--- src/rtl/alu_result_reg.sv ---
// alu_result_reg: registered result/flag stage behind the ALU output mux.
// Holds the accumulator and NZVC flag register, merges new flags under a
// per-bit mask, and forwards each accepted {result, merged flags} pair
// through a 2-entry valid/ready FIFO so downstream stalls never drop a result.
module alu_result_reg #(
  parameter int DATA_W = 8,
  parameter int FLAG_W = 4,
  parameter int DEPTH  = 2
) (
  input  logic              clk,
  input  logic              rst,
  input  logic              in_valid,
  output logic              in_ready,
  input  logic [DATA_W-1:0] res_in,
  input  logic [FLAG_W-1:0] nzvc_in,
  input  logic [FLAG_W-1:0] flag_mask,
  input  logic              flag_clr,
  output logic              out_valid,
  input  logic              out_ready,
  output logic [DATA_W-1:0] res_out,
  output logic [FLAG_W-1:0] nzvc_out,
  output logic [DATA_W-1:0] acc,
  output logic [FLAG_W-1:0] flags,
  output logic [1:0]        count
);

  // Storage is two entries, so a single pointer bit wraps 1->0 naturally.
  logic [DEPTH-1:0][DATA_W-1:0] mem_res_q, mem_res_d;
  logic [DEPTH-1:0][FLAG_W-1:0] mem_flg_q, mem_flg_d;
  logic                         head_q, head_d;
  logic                         tail_q, tail_d;
  logic [1:0]                   count_q, count_d;
  logic [DATA_W-1:0]            acc_q, acc_d;
  logic [FLAG_W-1:0]            flags_q, flags_d;

  logic              push, pop;
  logic [FLAG_W-1:0] base, merged;

  // Handshakes and flag merge; in_ready depends on registered count only.
  always_comb begin
    in_ready  = (count_q != 2'd2);
    out_valid = (count_q != 2'd0);
    push      = in_valid & in_ready;
    pop       = out_valid & out_ready;
    base      = flag_clr ? '0 : flags_q;
    merged    = (base & ~flag_mask) | (nzvc_in & flag_mask);
  end

  // Next-state for accumulator, flags and FIFO bookkeeping.
  always_comb begin
    acc_d     = acc_q;
    flags_d   = flags_q;
    mem_res_d = mem_res_q;
    mem_flg_d = mem_flg_q;
    head_d    = head_q;
    tail_d    = tail_q;
    count_d   = count_q;
    if (push) begin
      acc_d             = res_in;
      flags_d           = merged;
      mem_res_d[tail_q] = res_in;
      mem_flg_d[tail_q] = merged;
      tail_d            = tail_q + 1'b1;
    end else if (flag_clr) begin
      flags_d = '0;
    end
    if (pop) head_d = head_q + 1'b1;
    case ({push, pop})
      2'b10:   count_d = count_q + 2'd1;
      2'b01:   count_d = count_q - 2'd1;
      default: count_d = count_q;
    endcase
  end

  // State registers; reset discards buffered entries and wins over everything.
  always_ff @(posedge clk) begin
    if (rst) begin
      acc_q     <= '0;
      flags_q   <= '0;
      mem_res_q <= '0;
      mem_flg_q <= '0;
      head_q    <= 1'b0;
      tail_q    <= 1'b0;
      count_q   <= 2'd0;
    end else begin
      acc_q     <= acc_d;
      flags_q   <= flags_d;
      mem_res_q <= mem_res_d;
      mem_flg_q <= mem_flg_d;
      head_q    <= head_d;
      tail_q    <= tail_d;
      count_q   <= count_d;
    end
  end

  // Head slot is only rewritten when the FIFO is empty, so the outputs stay
  // stable under backpressure and hold the last popped pair when empty.
  assign res_out  = mem_res_q[head_q];
  assign nzvc_out = mem_flg_q[head_q];
  assign acc      = acc_q;
  assign flags    = flags_q;
  assign count    = count_q;

endmodule

--- config.mk ---
export PLATFORM = sky130hd
export DESIGN_NAME = alu_result_reg
export DESIGN_NICKNAME = d
export VERILOG_FILES = /design/src/rtl/alu_result_reg.sv
export SDC_FILE = /design/constraint.sdc
export NUM_CORES = 1
export LEC_CHECK = 0
export BUFFER_PORTS_ARGS = -buffer_cell sky130_fd_sc_hd__buf_2
export CAP_MARGIN = 20
export CORE_UTILIZATION = 51
export DETAILED_ROUTE_END_ITERATION = 16
export PLACE_DENSITY = 0.78
export SYNTH_ARGS = -nofsm -noshare
export SYNTH_HDL_FRONTEND = slang
export SYNTH_SLANG_ARGS = --single-unit
--- constraint.sdc ---
create_clock -name clk -period 2.38 [get_ports clk]
set_clock_uncertainty 0.05 [all_clocks]
set_input_delay 0.357 -clock clk [delete_from_list [all_inputs] [get_ports clk]]
set_output_delay 0.357 -clock clk [all_outputs]
set_load 0.02 [all_outputs]
# Word level (Yosys, flattened, before mapping)
# Index checks and enable logic that the tools add are counted.
# op_classes
mux	13
eq_ne	3
shift	0
multipliers	0
reduce_logical	3
add_sub_neg	4
bitwise	6
div	0
magnitude_cmp	3
# ops
operator	count
8-bit two-way mux	3
4-bit two-way mux	5
16-bit bitwise mux	1
4-bit AND	2
8-bit bitwise mux	1
8-bit demux with 1-bit select	1
4-bit demux with 1-bit select	1
1-bit by 2-bit < comparator with 1-bit output (second input constant)	2
4-bit inverter	1
4-bit OR	1
2-bit case mux with 2 select lines	1
2-bit nonzero test	2
1-bit adder (second input constant)	2
2-bit by 1-bit adder with 2-bit output (second input constant)	1
1-bit AND	2
2-bit by 1-bit == test with 1-bit output (second input constant)	1
2-bit == test (second input constant)	1
2-bit inequality test (second input constant)	1
2-bit by 1-bit subtractor with 2-bit output (second input constant)	1
1-bit >= comparator (second input constant)	1
1-bit logical AND	1
# totals
out_inout_bits	28
inputBits	21
n_memories	0
word_cells	41
latchBits	0
rom_bits	0
ramBits	0
ff_bits	40

# Longest topological paths before layout
# depth
depth_word	5
ltp_mapped	9
mapped_depth_nobuf	7

# Worst setup path after synthesis
# No wires, ideal clock.
# synth_timing
path_type	register to register
startpoint	register count_q[0], in the netlist count[0]
endpoint	register count_q[1], in the netlist count[1]
n_path_buf	2
setup_slack_ps	444
t_required_ps	2260
stages_incl_launch_ff	9
period_less_slack_ps	1936
t_arrival_ps	1815
setup_ps	70
path_cell_list	dfxtp_1 -> nor2b_2 -> buf_6 -> inv_8 -> buf_4 -> nand2_1 -> ha_1 -> or3_1 -> a21oi_1
# synth_between
elab_chain_cells	4
elab_cells_between_ends	10
classes_between	add/sub: 2; eq/ne: 3; mux: 1; bitwise: 2; reduce/logical: 2
# synth_lines
item	line_no	rtl
from (decl)	32	logic [1:0] count_q, count_d;
from (signal assigned)	92	count_q <= count_d;
2-bit inequality test (*)	41	in_ready = (count_q != 2'd2);
named net in_ready	13	output logic in_ready,
1-bit AND (*)	43	push = in_valid & in_ready;
2-bit by 1-bit == test with 1-bit output / 2-bit == test (equally long branches)	68	case ({push, pop})
2-bit case mux with 2 select lines / 2-bit nonzero test (equally long branches)	--	
# The timed path passes the listed nets; every way through them passes the cells marked *.
# A chain may end at the register's enable or synchronous reset.

# Worst setup path after layout
# layout_timing
startpoint	register head_q
endpoint	output port nzvc_out[1]
# layout_between
elab_chain_cells	2
# layout_lines
item	line_no	rtl
from (decl)	30	logic head_q, head_d;
from (signal assigned)	82	head_q <= 1'b0;
from (signal assigned)	90	head_q <= head_d;
4-bit two-way mux (implied by the code) (2 in a row)	99	assign nzvc_out = mem_flg_q[head_q];
to (decl)	21	output logic [FLAG_W-1:0] nzvc_out,
# Every way passes these cells. The select of a mux whose other input is x is not followed.

==> run_results.csv <==
group,metric,value,unit
clock_network,htreeDepth,2,
logic_synthesis,ys_ff_latch,40,
floorplanning,die_area,0.00374,mm2
clock_network,cts_hold_buf,0,
setup_path,crit_arrival,1.66,ns
power,p_sw,0.790,mW
sta,slew_headroom,52.8,%
clock_network,cts_resized,0,
global_route,grtUsageTotal,22.9,%
floorplanning,coreArea,0.00334,mm2
place,place_congestion,0.771,
outcome,run_status,"finished, violations left",
logic_synthesis,synth_async_sr_flop_share,0,%
setup_path,cp-startpoint,"head_q",
sta,fin_crit,2.06,ns
layout,area_delta_synth_final,15.8,%
logic_synthesis,yosysSeqAreaShare,44.9,%
logic_synthesis,syn_area,0.00178,mm2
setup_path,worstSetupEndpointType,"primary output",
logic_synthesis,syn_area_per_cell,9.10,um2
sta,worst_pin_slew,0.708,ns
sta,setup_viol,0,
global_route,grt_pass1_vias,1343,
logic_synthesis,synthTopCellsByCount,"dfxtp_1, a21oi_1, o21ai_0",
route,dr.pass1.iters,10,
clock_network,cts_tree,"yes",
route,num_vias,1611,
logic_synthesis,synth_area_leaders,"dfxtp_1, a21oi_1, mux2_2",
route,vias_per_cell,5.67,
sta,rsz0062_at_grt,"no",
logic_synthesis,synth_most_common_cell,"dfxtp_1",
sta,finalHoldViolations,0,
logic_synthesis,synth_warnings,0,
power,clock_power_share,21.3,%
layout,drive_above_1_share,31.1,%
power,irDropWorstVdd,0.803,mV
route,wl_per_cell,14.2,um
clock_network,cts_made_buffers,5,
route,drcViolationCount,2,
outcome,failed_checks,"design-rule violations",
hold_path,hold_start,"res_in[6]",
clock_network,post_cts_buffers,0,
floorplanning,start_util,53.4,%
global_route,antenna_found_initial,0,
setup_path,cp-start-kind,"flip-flop",
power,power_density,1010,mW/mm2
setup_path,cp.required,1.97,ns
global_route,grt_pass1_wl,6280,um
logic_synthesis,yosysUniqueCellTypes,31,
sta,fmax,485,MHz
power,power_leakage,0.863,nW
layout,insertedDiodeCount,0,
floorplanning,io_pins,49,
clock_network,cts_sinks,40,
sta,fin_crit_sh,86.7,%
floorplanning,rows,21,
place,numPortBuffers,48,
global_route,grt_max_degree,44,
power,p_comb_share,36.9,%
floorplanning,die_y,61.1,um
floorplanning,die_x,61.1,um
logic_synthesis,synth-edff-count,0,
setup_path,worstReg2RegStart,"count[1]",
power,p_int,1.29,mW
setup_path,path_max_fanout,13,
layout,fillers,323,
route,antenna_left,0,
place,place_area,0.00199,mm2
power,netSwitchingFraction,38.0,%
layout,final_area,0.00206,mm2
logic_synthesis,syn_inst,196,
route,first_iter_violations,96,
place,hpwl,2660,um
job,maxCapViolations,0,
logic_synthesis,synth_nets,218,
setup_path,crit_type,"reg2out",
logic_synthesis,yosys.area.top_type_share,44.9,%
global_route,overflow,0,
clock_network,cts_buffer_depth,2,
clock_network,clk_latency,0.35,ns
layout,nets,259,
clock_network,clk_pin_slew_worst_paths,0.12,ns
logic_synthesis,synthFlopType,"dfxtp_1",
power,power_frac_seq,41.8,%
sta,fin_setup_tns,0,ns
hold_path,hold_class,"in2reg",
logic_synthesis,synth_top_area_cell,"dfxtp_1",
sta,maxSlewViolCount,0,
clock_network,cts-root-buf,"clkbuf_4",
route,wirelength,4030,um
==> area by class of cell <==
class,count,area (um2),share of cell area (%)
Multi-Input combinational cell,138,860,41.6
Sequential cell,40,801,38.8
Timing Repair Buffer,50,255,12.4
Tap cell,46,57.6,2.79
Clock buffer,6,41.3,2.00
Clock inverter,2,35.0,1.70
Inverter,2,15.0,0.727
==> routing by layer <==
metal	GRT usage (%)	vias to the layer above	wire [um]
met5	0	-	0
met4	10.4	0	71
met3	3.78	8	169
met2	33.4	44	1940
met1	33.2	767	1850
li1	-	792	-
==> worst max-delay path: stages (launching register included) <==
cell and delay (ns):
dfxtp_1 0.73, mux2_2 0.41, buf_2 0.16
==> layout by cell type, fill, tap and decap left out <==
cell type  synthesis  final
a211oi_1           8      8
a21oi_1           37     37
a21oi_2            1      1
a311oi_1           3      3
a311oi_2           1      1
and2_1             1      1
and2b_1            1      1
buf_2              4     48
buf_4              3      2
bufinv_16          0      1
clkbuf_1           5      1
clkbuf_4           0      5
clkinv_2           0      1
dfxtp_1           40     40
ha_1               1      1
inv_1              1      1
inv_8              1      1
mux2_2            12     12
mux2i_1            4      4
nand2_1            3      3
nand2b_1           1      1
nand3_1           24     24
nor2_1             4      4
nor2b_1            4      4
nor2b_2            1      1
o21a_1             1      1
o21ai_0           26     26
or2_2              1      1
or3_1              1      1
xnor2_1            2      2
xor2_1             1      1
==> state kept, by name, summed over array words and instances, names as in the netlist <==
signal     count
flags          4
mem_res_q     16
head_q         1
count          2
mem_flg_q      8
tail_q         1
acc            8
==> power by group through the flow <==
stage,combinational [mW],clock [mW],sequential (mW)
after floorplan,0.606,0,0.899
after CTS,0.768,0.442,0.872
after global routing,0.840,0.472,0.888
final,0.767,0.443,0.870
after detailed placement,0.765,0,0.887
after global placement,0.756,0,0.882
==> worst paths after layout <==
path	to	slack, ns	cells past startpoint
max	nzvc_out[1]	0.32	2
min	acc[6]	0.22	3
max reg2reg	count[1]	0.56	6
min reg2reg	mem_res_q[4]	0.43	2
==> stage by stage <==
step                utilization (%)  hold slack [ns]  total power [mW]  std cells  worst slack [ns]
finish                         61.9            0.224              2.08        284             0.317
global route                   61.9            0.222              2.20        284             0.251
CTS                            61.9            0.225              2.08        284             0.297
detailed placement             59.6            0.415              1.65        276             0.573
global placement               59.6            0.410              1.64        276             0.634
floorplan                         -            0.400              1.50        196             0.444
==> kinds of logic after synthesis <==
group,after synthesis,share of synthesized area (%)
AOI/OAI and AO/OA,77,24.3
and+or+nand+nor,41,11.9
DFF,40,44.9
buffers and inverters,18,6.88
muxes,16,9.82
xor gates and xnor gates,3,1.47
adders and majority gates,1,0.702
No activity file was read; power rests on OpenSTA's default activity.
